### src/rtl/vx_mem_lane_seq.sv
//==============================================================================
// Module      : vx_mem_lane_seq
// Description : Serializes a multi-lane load/store from the E/M register onto
//               a single-lane data-memory port and gathers load data per lane.
//               Optional load coalescing is enabled by VX_MEM_COALESCE_EN.
// Revision    : 1.0 - initial release
//==============================================================================
`default_nettype none

module vx_mem_lane_seq #(
    parameter int NT       = 4,
    parameter int NT_IDX_W = (NT > 1) ? $clog2(NT) : 1
) (
    input  logic                clk,
    input  logic                reset_n,
    input  logic [NT-1:0]       in_valid,
    input  logic [2:0]          in_mem_read,
    input  logic [2:0]          in_mem_write,
    input  logic [NT*32-1:0]    in_addr,
    input  logic [NT*32-1:0]    in_wdata,
    output logic                out_freeze,
    output logic                mem_req_valid,
    input  logic                mem_req_ready,
    output logic [31:0]         mem_req_addr,
    output logic [31:0]         mem_req_wdata,
    output logic                mem_req_we,
    output logic [2:0]          mem_req_type,
    output logic [NT_IDX_W-1:0] mem_req_lane,
    input  logic                mem_rsp_valid,
    input  logic [31:0]         mem_rsp_data,
    output logic [NT*32-1:0]    out_rdata,
    output logic                out_done,
    output logic [NT-1:0]       out_valid
);

    localparam logic [2:0] C_NO_MEM = 3'd7;

    typedef enum logic [1:0] {
        S_IDLE     = 2'd0,
        S_ISSUE    = 2'd1,
        S_WAIT_RSP = 2'd2,
        S_DONE     = 2'd3
    } state_t;

    state_t              r_state;
    state_t              w_state_nxt;
    logic [NT-1:0]       r_pending;
    logic [NT-1:0]       r_mask;
    logic [NT*32-1:0]    r_addr;
    logic [NT*32-1:0]    r_wdata;
    logic [NT*32-1:0]    r_rdata;
    logic [2:0]          r_type;
    logic                r_we;
    logic                r_coalesce;

    logic                w_is_read;
    logic                w_is_write;
    logic                w_mem_op;
    logic                w_coal;
    logic [NT_IDX_W-1:0] w_lane;
    logic [NT-1:0]       w_lane_bit;
    logic [NT-1:0]       w_pending_clr;
    logic [31:0]         w_sel_addr;
    logic [31:0]         w_sel_wdata;

    assign w_is_read  = (in_mem_read != C_NO_MEM);
    assign w_is_write = (in_mem_write != C_NO_MEM);
    assign w_mem_op   = (w_is_read || w_is_write) && (in_valid != '0);

    // Lowest pending lane is serviced first
    always_comb begin
        w_lane     = '0;
        w_lane_bit = '0;
        for (int i = NT - 1; i >= 0; i--) begin
            if (r_pending[i]) begin
                w_lane        = NT_IDX_W'(i);
                w_lane_bit    = '0;
                w_lane_bit[i] = 1'b1;
            end
        end
    end

    assign w_pending_clr = r_pending & ~w_lane_bit;

    always_comb begin
        w_sel_addr  = '0;
        w_sel_wdata = '0;
        for (int i = 0; i < NT; i++) begin
            if (w_lane_bit[i]) begin
                w_sel_addr  = r_addr[32*i +: 32];
                w_sel_wdata = r_wdata[32*i +: 32];
            end
        end
    end

`ifdef VX_MEM_COALESCE_EN
    logic [29:0] w_ref_word;

    // A load coalesces when every active lane hits the same 32-bit word
    always_comb begin
        w_ref_word = '0;
        for (int i = NT - 1; i >= 0; i--) begin
            if (in_valid[i]) w_ref_word = in_addr[32*i+2 +: 30];
        end
        w_coal = w_is_read;
        for (int i = 0; i < NT; i++) begin
            if (in_valid[i] && (in_addr[32*i+2 +: 30] != w_ref_word)) w_coal = 1'b0;
        end
    end
`else
    assign w_coal = 1'b0;
`endif

    always_comb begin
        w_state_nxt = r_state;
        case (r_state)
            S_IDLE: begin
                if (w_mem_op) w_state_nxt = S_ISSUE;
            end
            S_ISSUE: begin
                if (mem_req_ready) begin
                    if (!r_we)                     w_state_nxt = S_WAIT_RSP;
                    else if (w_pending_clr == '0)  w_state_nxt = S_DONE;
                end
            end
            S_WAIT_RSP: begin
                if (mem_rsp_valid) begin
                    if (r_coalesce || (w_pending_clr == '0)) w_state_nxt = S_DONE;
                    else                                     w_state_nxt = S_ISSUE;
                end
            end
            default: w_state_nxt = S_IDLE;
        endcase
    end

    always_ff @(posedge clk or negedge reset_n) begin
        if (!reset_n) begin
            r_state    <= S_IDLE;
            r_pending  <= '0;
            r_mask     <= '0;
            r_addr     <= '0;
            r_wdata    <= '0;
            r_rdata    <= '0;
            r_type     <= '0;
            r_we       <= 1'b0;
            r_coalesce <= 1'b0;
        end else begin
            r_state <= w_state_nxt;
            case (r_state)
                S_IDLE: begin
                    if (w_mem_op) begin
                        r_pending  <= in_valid;
                        r_mask     <= in_valid;
                        r_addr     <= in_addr;
                        r_wdata    <= in_wdata;
                        r_type     <= w_is_read ? in_mem_read : in_mem_write;
                        r_we       <= !w_is_read;
                        r_coalesce <= w_coal;
                    end
                end
                S_ISSUE: begin
                    if (mem_req_ready && r_we) r_pending <= w_pending_clr;
                end
                S_WAIT_RSP: begin
                    if (mem_rsp_valid) begin
                        for (int i = 0; i < NT; i++) begin
                            if (r_coalesce ? r_pending[i] : w_lane_bit[i])
                                r_rdata[32*i +: 32] <= mem_rsp_data;
                        end
                        r_pending <= r_coalesce ? '0 : w_pending_clr;
                    end
                end
                default: ;
            endcase
        end
    end

    // Freeze is raised in the detect cycle itself so the E/M register holds
    assign out_freeze    = (reset_n && (r_state == S_IDLE) && w_mem_op)
                         || (r_state == S_ISSUE) || (r_state == S_WAIT_RSP);
    assign mem_req_valid = (r_state == S_ISSUE);
    assign mem_req_addr  = mem_req_valid ? w_sel_addr  : '0;
    assign mem_req_wdata = mem_req_valid ? w_sel_wdata : '0;
    assign mem_req_we    = mem_req_valid && r_we;
    assign mem_req_type  = mem_req_valid ? r_type : '0;
    assign mem_req_lane  = mem_req_valid ? w_lane : '0;
    assign out_done      = (r_state == S_DONE);
    assign out_valid     = r_mask;
    assign out_rdata     = r_rdata;

endmodule

`default_nettype wire
### config.mk
export PLATFORM = sky130hd
export DESIGN_NAME = vx_mem_lane_seq
export DESIGN_NICKNAME = d
export VERILOG_FILES = /design/src/rtl/vx_mem_lane_seq.sv
export SDC_FILE = /design/constraint.sdc
export NUM_CORES = 1
export LEC_CHECK = 0
export CAP_MARGIN = 20
export CELL_PAD_IN_SITES_DETAIL_PLACEMENT = 0
export CELL_PAD_IN_SITES_GLOBAL_PLACEMENT = 1
export CORE_MARGIN = 4
export CORE_UTILIZATION = 38
export DETAILED_ROUTE_END_ITERATION = 6
export PLACE_DENSITY = 0.86
export SLEW_MARGIN = 40
export SYNTH_ARGS = -nofsm -noshare
export SYNTH_HDL_FRONTEND = slang
export SYNTH_SLANG_ARGS = --single-unit
### constraint.sdc
create_clock -name clk -period 5.5 [get_ports clk]
set_input_delay 1.1 -clock clk [delete_from_list [all_inputs] [get_ports clk]]
set_output_delay 1.1 -clock clk [all_outputs]
set_load 0.005 [all_outputs]
Word-level counts from Yosys, hierarchy flattened --
Cells that the tools add are included.
Operators by class: mux-type cells 32, bitwise gates (word level) 2, reduce and logical (&&, ||, !) cells 20, equal/unequal tests 10
Operators by type and width (count):
- two-way mux 32 bit | 10
- two-way mux 4 bit | 7
- two-way mux 2 bit | 11
- case mux 4 bit (3 select lines) | 1
- AND reduction 3 bit | 4
- AND reduction 4 bit | 2
- two-way mux 3 bit | 2
- inequality test 3 bit (second input constant) | 2
- case mux 2 bit (3 select lines) | 1
- logical AND 1 bit | 5
- bitwise AND 4 bit | 1
- equality test 2 bit (second input constant) | 2
- zero test 4 bit | 1
- inequality test 2 x 1 -> 1 bit (second input constant) | 2
- inequality test 2 bit (second input constant) | 2
- inverter 4 bit | 1
- nonzero test 4 bit | 1
- logical OR 1 bit | 3
- inequality test 3 x 2 -> 1 bit (second input constant) | 1
- nonzero test 3 bit | 1
- equality test 2 x 1 -> 1 bit (second input constant) | 1
- zero test 2 bit | 1
- AND reduction 2 bit | 1
- zero test 1 bit | 1
Storage, ports and cells: word-level logic and storage cells 75, bits of input ports 302, flip-flop bits (word level) 398

Depth between registers and ports, before layout --
depth in word-level cells 11, mapped depth 8

Worst setup path before layout --
Ideal clock, no wire load.
path kind input -> output, from input in_valid[2], to output out_freeze, cell stages on the path 5, arrival time 2340 ps, buffers on the path 2, data required time 4400 ps, setup slack 2060 ps, cells stage by stage or4_4 o211a_1 buf_2 buf_6 a211o_1
On the way: word-level cells in the longest chain between the ends 5
RTL lines:
- start, declared | RTL line 16 | input logic [NT-1:0] in_valid,
- nonzero test 4 bit | RTL line 68 | assign w_mem_op = (w_is_read || w_is_write) && (in_valid != '0);
- logical AND 1 bit | RTL line 68
- logical AND 1 bit | RTL line 179 | assign out_freeze = (reset_n && (r_state == S_IDLE) && w_mem_op)
- logical OR 1 bit (2 in series) | RTL line 180 | || (r_state == S_ISSUE) || (r_state == S_WAIT_RSP);
- end, declared | RTL line 21 | output logic out_freeze,
No other way between the ends.

Worst setup path in the final report --
from input in_valid[1], to output out_freeze
The elaborated chain is that of the path after synthesis.

==> flow_summary_export.csv <==
group,metric,value,unit
sta,relSlewSlack,0.4743,
setup_path,required,4.40,ns
sta,setup_viol,0,
setup_path,crit_type,"primary input to output port",
finish,register_area,9965,µm²
synth,synth_commonest_cells,"nand2_1 (790), dfrtp_1 (398), a22oi_1 (129)",
sta,hold_violations,0,
synth,ys.flop_type,"dfrtp_1",
finish,design.final.nets,2517,
global_route,grt-busiest-layer,"met2",
clock_network,cts_root_buffer,"clkbuf_16",
setup_path,cp-end-kind,"output port",
clock_network,ctsHoldBuffers,0,
sta,skew,0.01556,ns
global_route,grt.total_usage,0.2198,
finish,areaGrowthSynthToFinish,41.27,%
synth,seq_area_frac_synth,0.5821,
setup_path,startpoint_type,"primary input",
power_and_ir_drop,ir_drop,0.3287,mV
power_and_ir_drop,p_int,8.973,mW
floorplan,ios,507,
sta,worstMarginPinSlew,0.7885,ns
finish,drive_above_1_share,0.1057,
synth,synth_edf_count,0,
finish,fin_util,0.5454,
run,cap_violations,0,
route,ant_nets,0,
route,wl_per_cell,19.25,µm
setup_path,critPathMaxFanout,3,
floorplan,num_rows,77,
global_route,grt_first_pass_wirelength,83280,µm
route,drcViolationCount,0,
synth,synthesis.nets,2063,
floorplan,start_util,0.3861,
synth,avgSynthCellArea,9.744,µm²
power_and_ir_drop,pwr-share-clk,0.221,
synth,synth_most_common_cell,"nand2_1",
power_and_ir_drop,p_leak,11.28,nW
clock_network,cts_resized,0,
clock_network,cts-htree-levels,2,
clock_network,cts_tree,"built",
sta,fmax,227.3,MHz
sta,final.setup.tns,0,ns
synth,synth_cell_types,38,
finish,multi_input_area,6591,µm²
route,via_count,14180,
run_status,outcome,"finished, final reports clean",
power_and_ir_drop,p_sw,4.905,mW
global_route,grt_max_degree,153,
floorplan,fp.dieH,220.2,µm
global_route,grt_overflow,0,
clock_network,clock_path_buffers,3,
placed_design,numPortBuffers,506,
worst_hold_path,holdCritPathClass,"flip-flop to flip-flop",
synth,synth_top_area_cell,"dfrtp_1",
clock_network,cts_setup_buffers,0,
placed_design,place.gp.congestion,0.8077,
synth,synth_seq_cells,398,
global_route,met3_usage,0.05411,
global_route,grt_pass1_vias,14530,
sta,drv_slew,0,
synth,yosys_warnings,0,
floorplan,core_region_area,44320,µm²
clock_network,cts_buffers,44,
synth,yosys.area.top_type_share,0.5821,
global_route,use_met2,0.3594,
synth,syn_area,17110,µm²
route,wl,54880,µm
global_route,grt_antenna_before_repair,15,
synth,syn_inst,1756,
clock_network,numClockSinks,398,
synth,synthTopCellsByArea,"dfrtp_1 (58%), nand2_1 (17%), mux2_2 (8.4%)",
route,drt_iter0_drc,1064,
sta,rsz0062_at_grt,"false",
floorplan,die_w,220.2,µm
floorplan,dieArea,48490,µm²
power_and_ir_drop,swShare,0.3535,
synth,async_reset_ff_frac,1.000,
clock_network,path_clk_slew,0.06,ns
global_route,use_met1,0.2800,
power_and_ir_drop,comb_power_share,0.401,
clock_network,clk_latency,0.55,ns
placed_design,dp_hpwl,36930,µm
finish,nFillCells,3948,
route,viasPerCell,4.972,
power_and_ir_drop,power.density,574.2,nW/µm²
sta,period_minus_slack,4.400,ns
setup_path,crit_arrival,3.30,ns
power_and_ir_drop,pwr-share-seq,0.378,
route,dr.pass1.iters,5,
sta,finalCritPeriodShare,0.8000,
[cell type report]
type / instances / share of cell area
antenna: 16 / 0.001656
clock buffer: 58 / 0.05275
clock inverter: 21 / 0.01035
inverter: 8 / 0.001242
multi-input combinational: 1233 / 0.2727
sequential: 398 / 0.4122
tap: 592 / 0.03064
timing repair buffer: 525 / 0.2184
[layout by cell type, fill, tap and decap left out, types with 2 or more instances in the layout]
master,synthesis,layout
a211o_1,3,3
inv_1,8,8
buf_4,15,8
nand2_1,790,790
clkinvlp_4,0,2
mux2_2,128,128
a21oi_1,3,3
a32o_1,2,2
clkinv_4,0,2
buf_6,3,8
clkbuf_16,0,45
nand3_1,6,5
clkinv_2,0,10
clkdlybuf4s50_1,0,505
inv_6,0,2
diode_2,0,16
buf_12,0,3
clkbuf_1,38,3
o21ai_0,74,74
nand4_1,3,3
dfrtp_1,398,396
bufinv_16,0,5
ha_1,5,4
nor2_1,2,2
nor3_1,2,2
clkbuf_8,0,10
and2_1,68,68
a22oi_1,129,129
[registers in the layout, summed over array words and instances (netlist names)]
| signal | flops |
|---|---|
| out_rdata | 128 |
| out_valid | 4 |
| r_addr | 128 |
| r_pending | 4 |
| r_state | 2 |
| r_type | 3 |
| r_wdata | 128 |
| r_we | 1 |
[per-layer routing]
| layer | vias to the layer above | part of all wire |
|---|---|---|
| met1 | 6928 | 0.41 |
| li1 | 6678 | - |
| met3 | 100 | 0.072 |
| met5 | - | 0.00024 |
| met4 | 2 | 0.032 |
| met2 | 467 | 0.48 |
[path summary, 6_finish.rpt]
| kind | start | end | slack [ns] | cells past startpoint |
|---|---|---|---|---|
| worst max-delay path | in_valid[1] | out_freeze | 1.10 | 5 |
| min in group asynchronous | reset_n | out_rdata[35]$_DFFE_PN0P_ | 0.49 | 1 |
| worst min register to register | r_addr[96]$_DFFE_PN0P_ | r_addr[96]$_DFFE_PN0P_ | 0.47 | 2 |
| worst max register to register | r_state[1]$_DFFE_PN0P_ | r_wdata[72]$_DFFE_PN0P_ | 2.66 | 7 |
| max in group asynchronous | reset_n | r_addr[89]$_DFFE_PN0P_ | 3.20 | 3 |
| worst min-delay path | r_addr[96]$_DFFE_PN0P_ | r_addr[96]$_DFFE_PN0P_ | 0.47 | 2 |
[cell families (layout without fill, tap and decap cells)]
family	after synthesis	count (layout)	share of synthesized area
AOI/OAI and AO/OA	218	218	0.08578
buffers and inverters	125	612	0.03605
DFF	398	398	0.5821
adders and majority gates	5	5	0.003656
and+or+nand+nor	880	880	0.2067
muxes	130	130	0.08578
other	0	16	0
[metrics by stage]
stage	total power, mW	instances	area, µm²	worst slack (ns)	hold WS (ns)
6_report	13.88	2851	24170	1.100	0.4723
5_1_grt	14.90	2845	24160	1.035	0.4882
4_1_cts	14.02	2835	24110	0.9923	0.4764
3_5_place_dp	10.86	2756	22590	1.049	0.4627
3_3_place_gp	10.64	2756	22560	1.061	0.4581
2_1_floorplan	8.190	1756	17110	2.060	0.4424
[critical path: stages]
cell and delay, ns:
clkdlybuf4s50_1 0.52, or4_4 0.61, o211a_4 0.18, a211o_1 0.37, clkdlybuf4s50_1 0.51
[power by group through the flow]
stage	registers, mW	clock network (mW)	logic, mW
after floorplan	5.04	0	3.15
after global placement	5.18	0	5.46
after detailed placement	5.26	0	5.61
after CTS	5.23	3.15	5.64
after global routing	5.40	3.26	6.23
final	5.24	3.07	5.57
No activity file was read; power rests on OpenSTA's default activity.
